<file path="src/rtl/datapath_pkg.sv">
// Shared types and encodings for the multi-cycle RV32 subset datapath control.
package datapath_pkg;

    typedef enum logic [3:0] {
        ST_FETCH,
        ST_DECODE,
        ST_MEM_ADDR,
        ST_MEM_RD,
        ST_MEM_WB,
        ST_MEM_WR,
        ST_EXEC_R,
        ST_R_WB,
        ST_BRANCH,
        ST_HALT
    } state_t;

    localparam logic [6:0] OP_R   = 7'b0110011;
    localparam logic [6:0] OP_LW  = 7'b0000011;
    localparam logic [6:0] OP_SW  = 7'b0100011;
    localparam logic [6:0] OP_BEQ = 7'b1100011;

    // aluOp codes, also consumed by the ALU control decoder
    localparam logic [1:0] ALUOP_ADD   = 2'b00;
    localparam logic [1:0] ALUOP_BR    = 2'b01;
    localparam logic [1:0] ALUOP_FUNCT = 2'b10;

    localparam logic [1:0] SRCB_REG  = 2'b00;
    localparam logic [1:0] SRCB_FOUR = 2'b01;
    localparam logic [1:0] SRCB_IMM  = 2'b10;

    typedef enum logic [1:0] {
        FAULT_NONE    = 2'b00,
        FAULT_ILLEGAL = 2'b01,
        FAULT_TIMEOUT = 2'b10
    } fault_t;

    typedef struct packed {
        logic       mem_read;
        logic       mem_write;
        logic       i_or_d;
        logic       ir_write;
        logic       pc_write;
        logic       pc_write_cond;
        logic       reg_write;
        logic       mem_to_reg;
        logic       alu_src_a;
        logic [1:0] alu_src_b;
        logic [1:0] alu_op;
        logic       pc_source;
    } ctrl_t;

    function automatic logic is_mem_state(input state_t s);
        return (s == ST_FETCH) || (s == ST_MEM_RD) || (s == ST_MEM_WR);
    endfunction

endpackage

</file>
<file path="src/rtl/mem_wait_timer.sv">
// Counts consecutive not-ready cycles in a memory state and flags the last tolerated one.
module mem_wait_timer #(
    parameter int unsigned TIMEOUT = 15
) (
    input  logic clk,
    input  logic rst,
    input  logic active,
    input  logic ready,
    output logic timeout_c
);
    localparam int unsigned CW = $clog2(TIMEOUT + 1);

    logic [CW-1:0] count;

    // Any cycle that is not a stalled memory cycle leaves the counter at zero,
    // so it is already clear whenever a memory state is entered.
    always_ff @(posedge clk or posedge rst) begin
        if (rst) begin
            count <= '0;
        end else if (active && !ready) begin
            count <= count + CW'(1);
        end else begin
            count <= '0;
        end
    end

    assign timeout_c = active && !ready && (count == CW'(TIMEOUT - 1));

endmodule

</file>
<file path="src/rtl/multicycle_control.sv">
// Main sequencing FSM for the multi-cycle RV32 subset datapath.
import datapath_pkg::*;

module multicycle_control #(
    parameter int unsigned TIMEOUT = 15,
    parameter int unsigned CNT_W   = 32
) (
    input  logic             clk,
    input  logic             rst,
    input  logic [6:0]       opcode,
    input  logic             mem_ready,
    output logic             mem_read,
    output logic             mem_write,
    output logic             i_or_d,
    output logic             ir_write,
    output logic             pc_write,
    output logic             pc_write_cond,
    output logic             reg_write,
    output logic             mem_to_reg,
    output logic             alu_src_a,
    output logic [1:0]       alu_src_b,
    output logic [1:0]       aluOp,
    output logic             pc_source,
    output logic             halted,
    output logic [1:0]       fault,
    output logic [CNT_W-1:0] retired
);
    state_t     state, state_next;
    fault_t     fault_q, fault_next;
    logic [6:0] op_q;
    ctrl_t      ctrl;
    logic       retire_c;
    logic       timeout_c;

    mem_wait_timer #(.TIMEOUT(TIMEOUT)) u_timer (
        .clk       (clk),
        .rst       (rst),
        .active    (is_mem_state(state)),
        .ready     (mem_ready),
        .timeout_c (timeout_c)
    );

    always_ff @(posedge clk or posedge rst) begin
        if (rst) begin
            state   <= ST_FETCH;
            fault_q <= FAULT_NONE;
            op_q    <= '0;
            retired <= '0;
        end else begin
            state   <= state_next;
            fault_q <= fault_next;
            if (state == ST_DECODE) begin
                op_q <= opcode;
            end
            if (retire_c) begin
                retired <= retired + CNT_W'(1);
            end
        end
    end

    // Moore strobes per state; only the fetch load and store retire depend on mem_ready.
    always_comb begin
        ctrl       = '0;
        state_next = state;
        fault_next = fault_q;
        retire_c   = 1'b0;
        unique case (state)
            ST_FETCH: begin
                ctrl.mem_read  = 1'b1;
                ctrl.alu_src_b = SRCB_FOUR;
                ctrl.alu_op    = ALUOP_ADD;
                if (mem_ready) begin
                    ctrl.ir_write = 1'b1;
                    ctrl.pc_write = 1'b1;
                    state_next    = ST_DECODE;
                end else if (timeout_c) begin
                    state_next = ST_HALT;
                    fault_next = FAULT_TIMEOUT;
                end
            end
            ST_DECODE: begin
                ctrl.alu_src_b = SRCB_IMM;
                ctrl.alu_op    = ALUOP_ADD;
                case (opcode)
                    OP_R:         state_next = ST_EXEC_R;
                    OP_LW, OP_SW: state_next = ST_MEM_ADDR;
                    OP_BEQ:       state_next = ST_BRANCH;
                    default: begin
                        state_next = ST_HALT;
                        fault_next = FAULT_ILLEGAL;
                    end
                endcase
            end
            ST_MEM_ADDR: begin
                ctrl.alu_src_a = 1'b1;
                ctrl.alu_src_b = SRCB_IMM;
                ctrl.alu_op    = ALUOP_ADD;
                state_next     = (op_q == OP_SW) ? ST_MEM_WR : ST_MEM_RD;
            end
            ST_MEM_RD: begin
                ctrl.mem_read = 1'b1;
                ctrl.i_or_d   = 1'b1;
                if (mem_ready) begin
                    state_next = ST_MEM_WB;
                end else if (timeout_c) begin
                    state_next = ST_HALT;
                    fault_next = FAULT_TIMEOUT;
                end
            end
            ST_MEM_WB: begin
                ctrl.reg_write  = 1'b1;
                ctrl.mem_to_reg = 1'b1;
                retire_c        = 1'b1;
                state_next      = ST_FETCH;
            end
            ST_MEM_WR: begin
                ctrl.mem_write = 1'b1;
                ctrl.i_or_d    = 1'b1;
                if (mem_ready) begin
                    retire_c   = 1'b1;
                    state_next = ST_FETCH;
                end else if (timeout_c) begin
                    state_next = ST_HALT;
                    fault_next = FAULT_TIMEOUT;
                end
            end
            ST_EXEC_R: begin
                ctrl.alu_src_a = 1'b1;
                ctrl.alu_src_b = SRCB_REG;
                ctrl.alu_op    = ALUOP_FUNCT;
                state_next     = ST_R_WB;
            end
            ST_R_WB: begin
                ctrl.reg_write = 1'b1;
                retire_c       = 1'b1;
                state_next     = ST_FETCH;
            end
            ST_BRANCH: begin
                ctrl.alu_src_a     = 1'b1;
                ctrl.alu_src_b     = SRCB_REG;
                ctrl.alu_op        = ALUOP_BR;
                ctrl.pc_write_cond = 1'b1;
                ctrl.pc_source     = 1'b1;
                retire_c           = 1'b1;
                state_next         = ST_FETCH;
            end
            ST_HALT: begin
                state_next = ST_HALT;
            end
            default: begin
                state_next = ST_FETCH;
            end
        endcase
    end

    assign mem_read      = ctrl.mem_read;
    assign mem_write     = ctrl.mem_write;
    assign i_or_d        = ctrl.i_or_d;
    assign ir_write      = ctrl.ir_write;
    assign pc_write      = ctrl.pc_write;
    assign pc_write_cond = ctrl.pc_write_cond;
    assign reg_write     = ctrl.reg_write;
    assign mem_to_reg    = ctrl.mem_to_reg;
    assign alu_src_a     = ctrl.alu_src_a;
    assign alu_src_b     = ctrl.alu_src_b;
    assign aluOp         = ctrl.alu_op;
    assign pc_source     = ctrl.pc_source;
    assign halted        = (state == ST_HALT);
    assign fault         = fault_q;

endmodule
</file>
<file path="config.mk">
export PLATFORM = sky130hd
export DESIGN_NAME = multicycle_control
export DESIGN_NICKNAME = d
export VERILOG_FILES = /design/src/rtl/datapath_pkg.sv /design/src/rtl/mem_wait_timer.sv /design/src/rtl/multicycle_control.sv
export SDC_FILE = /design/constraint.sdc
export NUM_CORES = 1
export LEC_CHECK = 0
export CORE_ASPECT_RATIO = 1.2
export CORE_MARGIN = 2
export CORE_UTILIZATION = 40
export DETAILED_ROUTE_END_ITERATION = 7
export PLACE_DENSITY = 0.66
export SETUP_SLACK_MARGIN = 0.3
export SYNTH_ARGS = -nofsm -noshare
export SYNTH_HDL_FRONTEND = slang
export SYNTH_SLANG_ARGS = --single-unit
</file>
<file path="constraint.sdc">
create_clock -name clk -period 1.95 [get_ports clk]
set_clock_uncertainty 0.1 [all_clocks]
set_input_delay 0.195 -clock clk [delete_from_list [all_inputs] [get_ports clk]]
set_output_delay 0.195 -clock clk [all_outputs]
set_load 0.02 [all_outputs]
</file>
==> Flow_metrics.wiki <==
{| class="wikitable"
! Metric !! Value
|-
| Number of antenna diodes || 0
|-
| Initial core utilization || 0.417
|-
| Area occupied by multi-input gates || 1640 µm²
|-
| Max-slew violation count || 0
|-
| Number of DRC violations after detailed-routing iteration 0 || 100
|-
| Number of nets still failing antenna checks after routing || 0
|-
| Via count of the first global-routing pass || 2307
|-
| CP peak stage delay || 0.46 ns
|-
| Top delay family on crit path || buffers and inverters
|-
| Measured slew at the worst slew-check pin || 0.346 ns
|-
| Count of standard-cell rows || 31
|-
| Average cell area after synthesis || 10.2 µm²
|-
| Primary FF master, synth || dfrtp_1
|-
| Crit path buffers/inverters || 4
|-
| Synth unique cells || 46
|-
| Cell with the largest stage delay on the worst path || dfrtp_2
|-
| Area growth, synth to finish || 74.7%
|-
| Post-route DRC violation count || 0
|-
| Leak Pwr || 2.16 nW
|-
| H-tree levels || 2
|-
| Largest fanout of any net on the critical path || 5
|-
| Number of antenna violations at the first check in global routing || 0
|-
| Setup repair after global routing missed its margin || true
|-
| Ratio of final minimum period to clock period || 0.990
|-
| Final total negative setup slack || 0 ns
|-
| Endpoints failing setup || 0
|-
| Worst min-delay path category || in -> async
|-
| Post-Syn Instances || 249
|-
| Achievable Freq || 518 MHz
|-
| Proportion of synthesized flip-flops having asynchronous set or reset || 1.00
|-
| Core area || 6090 µm²
|-
| Count of placed standard cells in the final layout, fillers left out || 462
|-
| Setup CP Type || reg -> out
|-
| Register area || 1230 µm²
|-
| Total number of nets in the final design || 392
|-
| Outcome || complete, no violations
|-
| Fraction of final layout cells with drive strength greater than 1 || 0.450
|-
| Routability congestion estimate from global placement || 0.862
|-
| Nature of the critical path endpoint || output pin
|-
| Boundary pin count || 59
|-
| GRT overflow || 0
|-
| Total non-filler cell area in the finished layout || 4440 µm²
|-
| Number of flops mapped to enable cells by yosys || 0
|-
| Minimum clock period after layout || 1.93 ns
|-
| Power per cell area || 1010 nW/µm²
|-
| Cell total after placement || 414
|-
| Number of filler cells placed in the layout || 440
|-
| Total of warnings raised by yosys || 0
|-
| Count of final hold-check violations || 0
|-
| Worst EP required || 1.65 ns
|-
| Arrival time of the worst setup path || 1.64 ns
|-
| Die Outline Area || 7010 µm²
|-
| Worst reg2reg path depth || 7
|-
| Element type at the critical path start || flip-flop
|-
| Mapped Nets || 262
|-
| Wirelength, routed || 7510 µm
|-
| Maximum resistive drop on vdd || 0.000492 V
|-
| Post-detail-place hpwl || 4130 µm
|-
| Clock insertion delay at the later pin of the skew report || 0.30 ns
|-
| Clock root buffer master || clkbuf_8
|-
| Largest net degree at the start of global routing || 50
|-
| Most frequent cell on the critical path || buf_6
|-
| First-pass GRT wire length || 10900 µm
|-
| Total number of clock tree sinks || 49
|-
| Portion of the post-synthesis area used by sequential elements || 0.483
|-
| Number of synthesized register bits || 49
|-
| Mapped cell area || 2540 µm²
|-
| TritonCTS clock tree || yes
|-
| Post-route worst setup slack || 0.0195 ns
|-
| Post-placement setup slack || -0.0338 ns
|-
| Clock transition time at the flip-flop clock pins of the worst setup and hold paths || 0.10 ns
|-
| DIE HEIGHT || 91.3 µm
|-
| Number of buffers created by CTS || 5
|-
| Pre-antenna DRT Iters || 4
|-
| X dimension of the die || 76.7 µm
|-
| Number of maximum-capacitance violations || 0
|-
| Instance area at placement || 3520 µm²
|-
| Vias per cell || 5.01
|-
| # port buffers || 58
|-
| Crit. path cell count || 6
|-
| Deepest clock path buffer count || 2
|-
| Average wire per cell in the routed design || 16.3 µm
|-
| Worst-path cell chain || buf_12 -> nor4b_4 -> buf_4 -> buf_6 -> or2_4 -> buf_6
|-
| Total global routing track utilization || 0.192
|-
| Slew margin rel. || 0.767
|-
| Routed vias || 2314
|}
metrics by stage:
stage	total power, mW	util	hold WS, ns
2_1_floorplan	2.19	-	0.200
3_3_place_gp	2.81	0.578	0.359
3_5_place_dp	2.84	0.578	0.357
4_1_cts	3.88	0.654	0.147
5_1_grt	4.73	0.729	0.156
6_report	4.49	0.729	0.134
Yosys cell counts, types with 4 or more instances:
cell,number,area (µm²)
dfrtp_1,49,1230
inv_1,15,56.3
nand2_1,29,109
nand2b_1,4,25.0
nand3_1,14,70.1
nor2_1,22,82.6
nor3_1,11,55.1
nor3_2,5,50.1
o21ai_0,8,40.0
xnor2_1,20,175
xor2_1,15,131
registers in the layout (all words and copies together) (netlist names):
name / count
state: 4
u_timer.count: 4
op_q: 7
fault: 2
retired: 32
layout by cell type, fill, tap and decap left out, drive strengths merged, types with 2 or more instances in the layout:
cell | synthesis | final
buf | 5 | 86
dfrtp | 49 | 49
nand2 | 29 | 29
nor2 | 22 | 22
xnor2 | 20 | 20
clkdlybuf4s50 | 0 | 19
dlygate4sd2 | 0 | 17
nor3 | 17 | 17
inv | 15 | 15
xor2 | 15 | 15
nand3 | 14 | 14
o21ai | 9 | 9
dlymetal6s2s | 0 | 7
nor4 | 7 | 7
clkbuf | 3 | 6
nand2b | 4 | 4
nand4 | 4 | 4
ha | 3 | 3
nor4b | 3 | 3
o211ai | 2 | 3
a21oi | 3 | 3
or3 | 2 | 2
and3 | 2 | 2
and2 | 2 | 2
mux2 | 2 | 2
o2111ai | 2 | 2
nor3b | 2 | 2
or2 | 2 | 2
kinds of logic (layout without fill, tap and decap cells):
kind of cell    count (synthesis)  count (layout)  synth area share
compound gates                 23              24            0.0690
fa+ha+maj                       3               3            0.0148
xor+xnor                       35              35             0.121
simple gates                  113             113             0.261
flops                          49              49             0.483
mux                             3               3            0.0128
buf+inv                        23             153            0.0394
area by class of cell:
cell class / count / share of cell area
Clock buffer: 6 / 0.0186
Clock inverter: 2 / 0.00846
Inverter: 15 / 0.0127
Multi-Input combinational cell: 178 / 0.370
Sequential cell: 49 / 0.278
Tap cell: 82 / 0.0231
Timing Repair Buffer: 130 / 0.289
worst paths after layout:
path,startpoint,to,slack [ns]
max,state[1]$_DFF_PP0_,alu_src_a,0.02
max reg2reg,state[1]$_DFF_PP0_,retired[29]$_DFFE_PP0P_,0.05
min in group clk,opcode[0],op_q[0]$_DFFE_PP0P_,0.35
min reg2reg,retired[31]$_DFFE_PP0P_,retired[31]$_DFFE_PP0P_,0.37
max in group asynchronous,rst,retired[3]$_DFFE_PP0P_,1.36
min,rst,retired[15]$_DFFE_PP0P_,0.13
report_power, final:
| group | switching (mW) | internal (mW) |
|---|---|---|
| clock | 0.347 | 0.417 |
| sequential | 0.180 | 1.18 |
| combinational | 1.12 | 1.24 |
worst reg2reg max path, stage by stage (launching register included):
cell	delay, ns
dfrtp_2	0.46
buf_12	0.15
nor4b_4	0.24
o21bai_4	0.22
o2111ai_4	0.16
buf_12	0.19
nor4_4	0.14
xor2_1	0.17
per-layer routing:
metal | vias up | wire length, µm | track usage
met5 | - | 0 | 0
met4 | 0 | 143 | 0.0424
met3 | 15 | 295 | 0.0388
met2 | 74 | 4080 | 0.331
met1 | 1122 | 2990 | 0.248
li1 | 1103 | - | -
timing repair:
item / CTS / global route
pin swaps: 19 / 22
gates cloned: 1 / 1
hold buffers: 0 / 0
setup endpoints to repair: 70 / 70
resized for setup: 137 / 77
buffers inserted: 20 / 18
(Power assumes the default switching activity.)
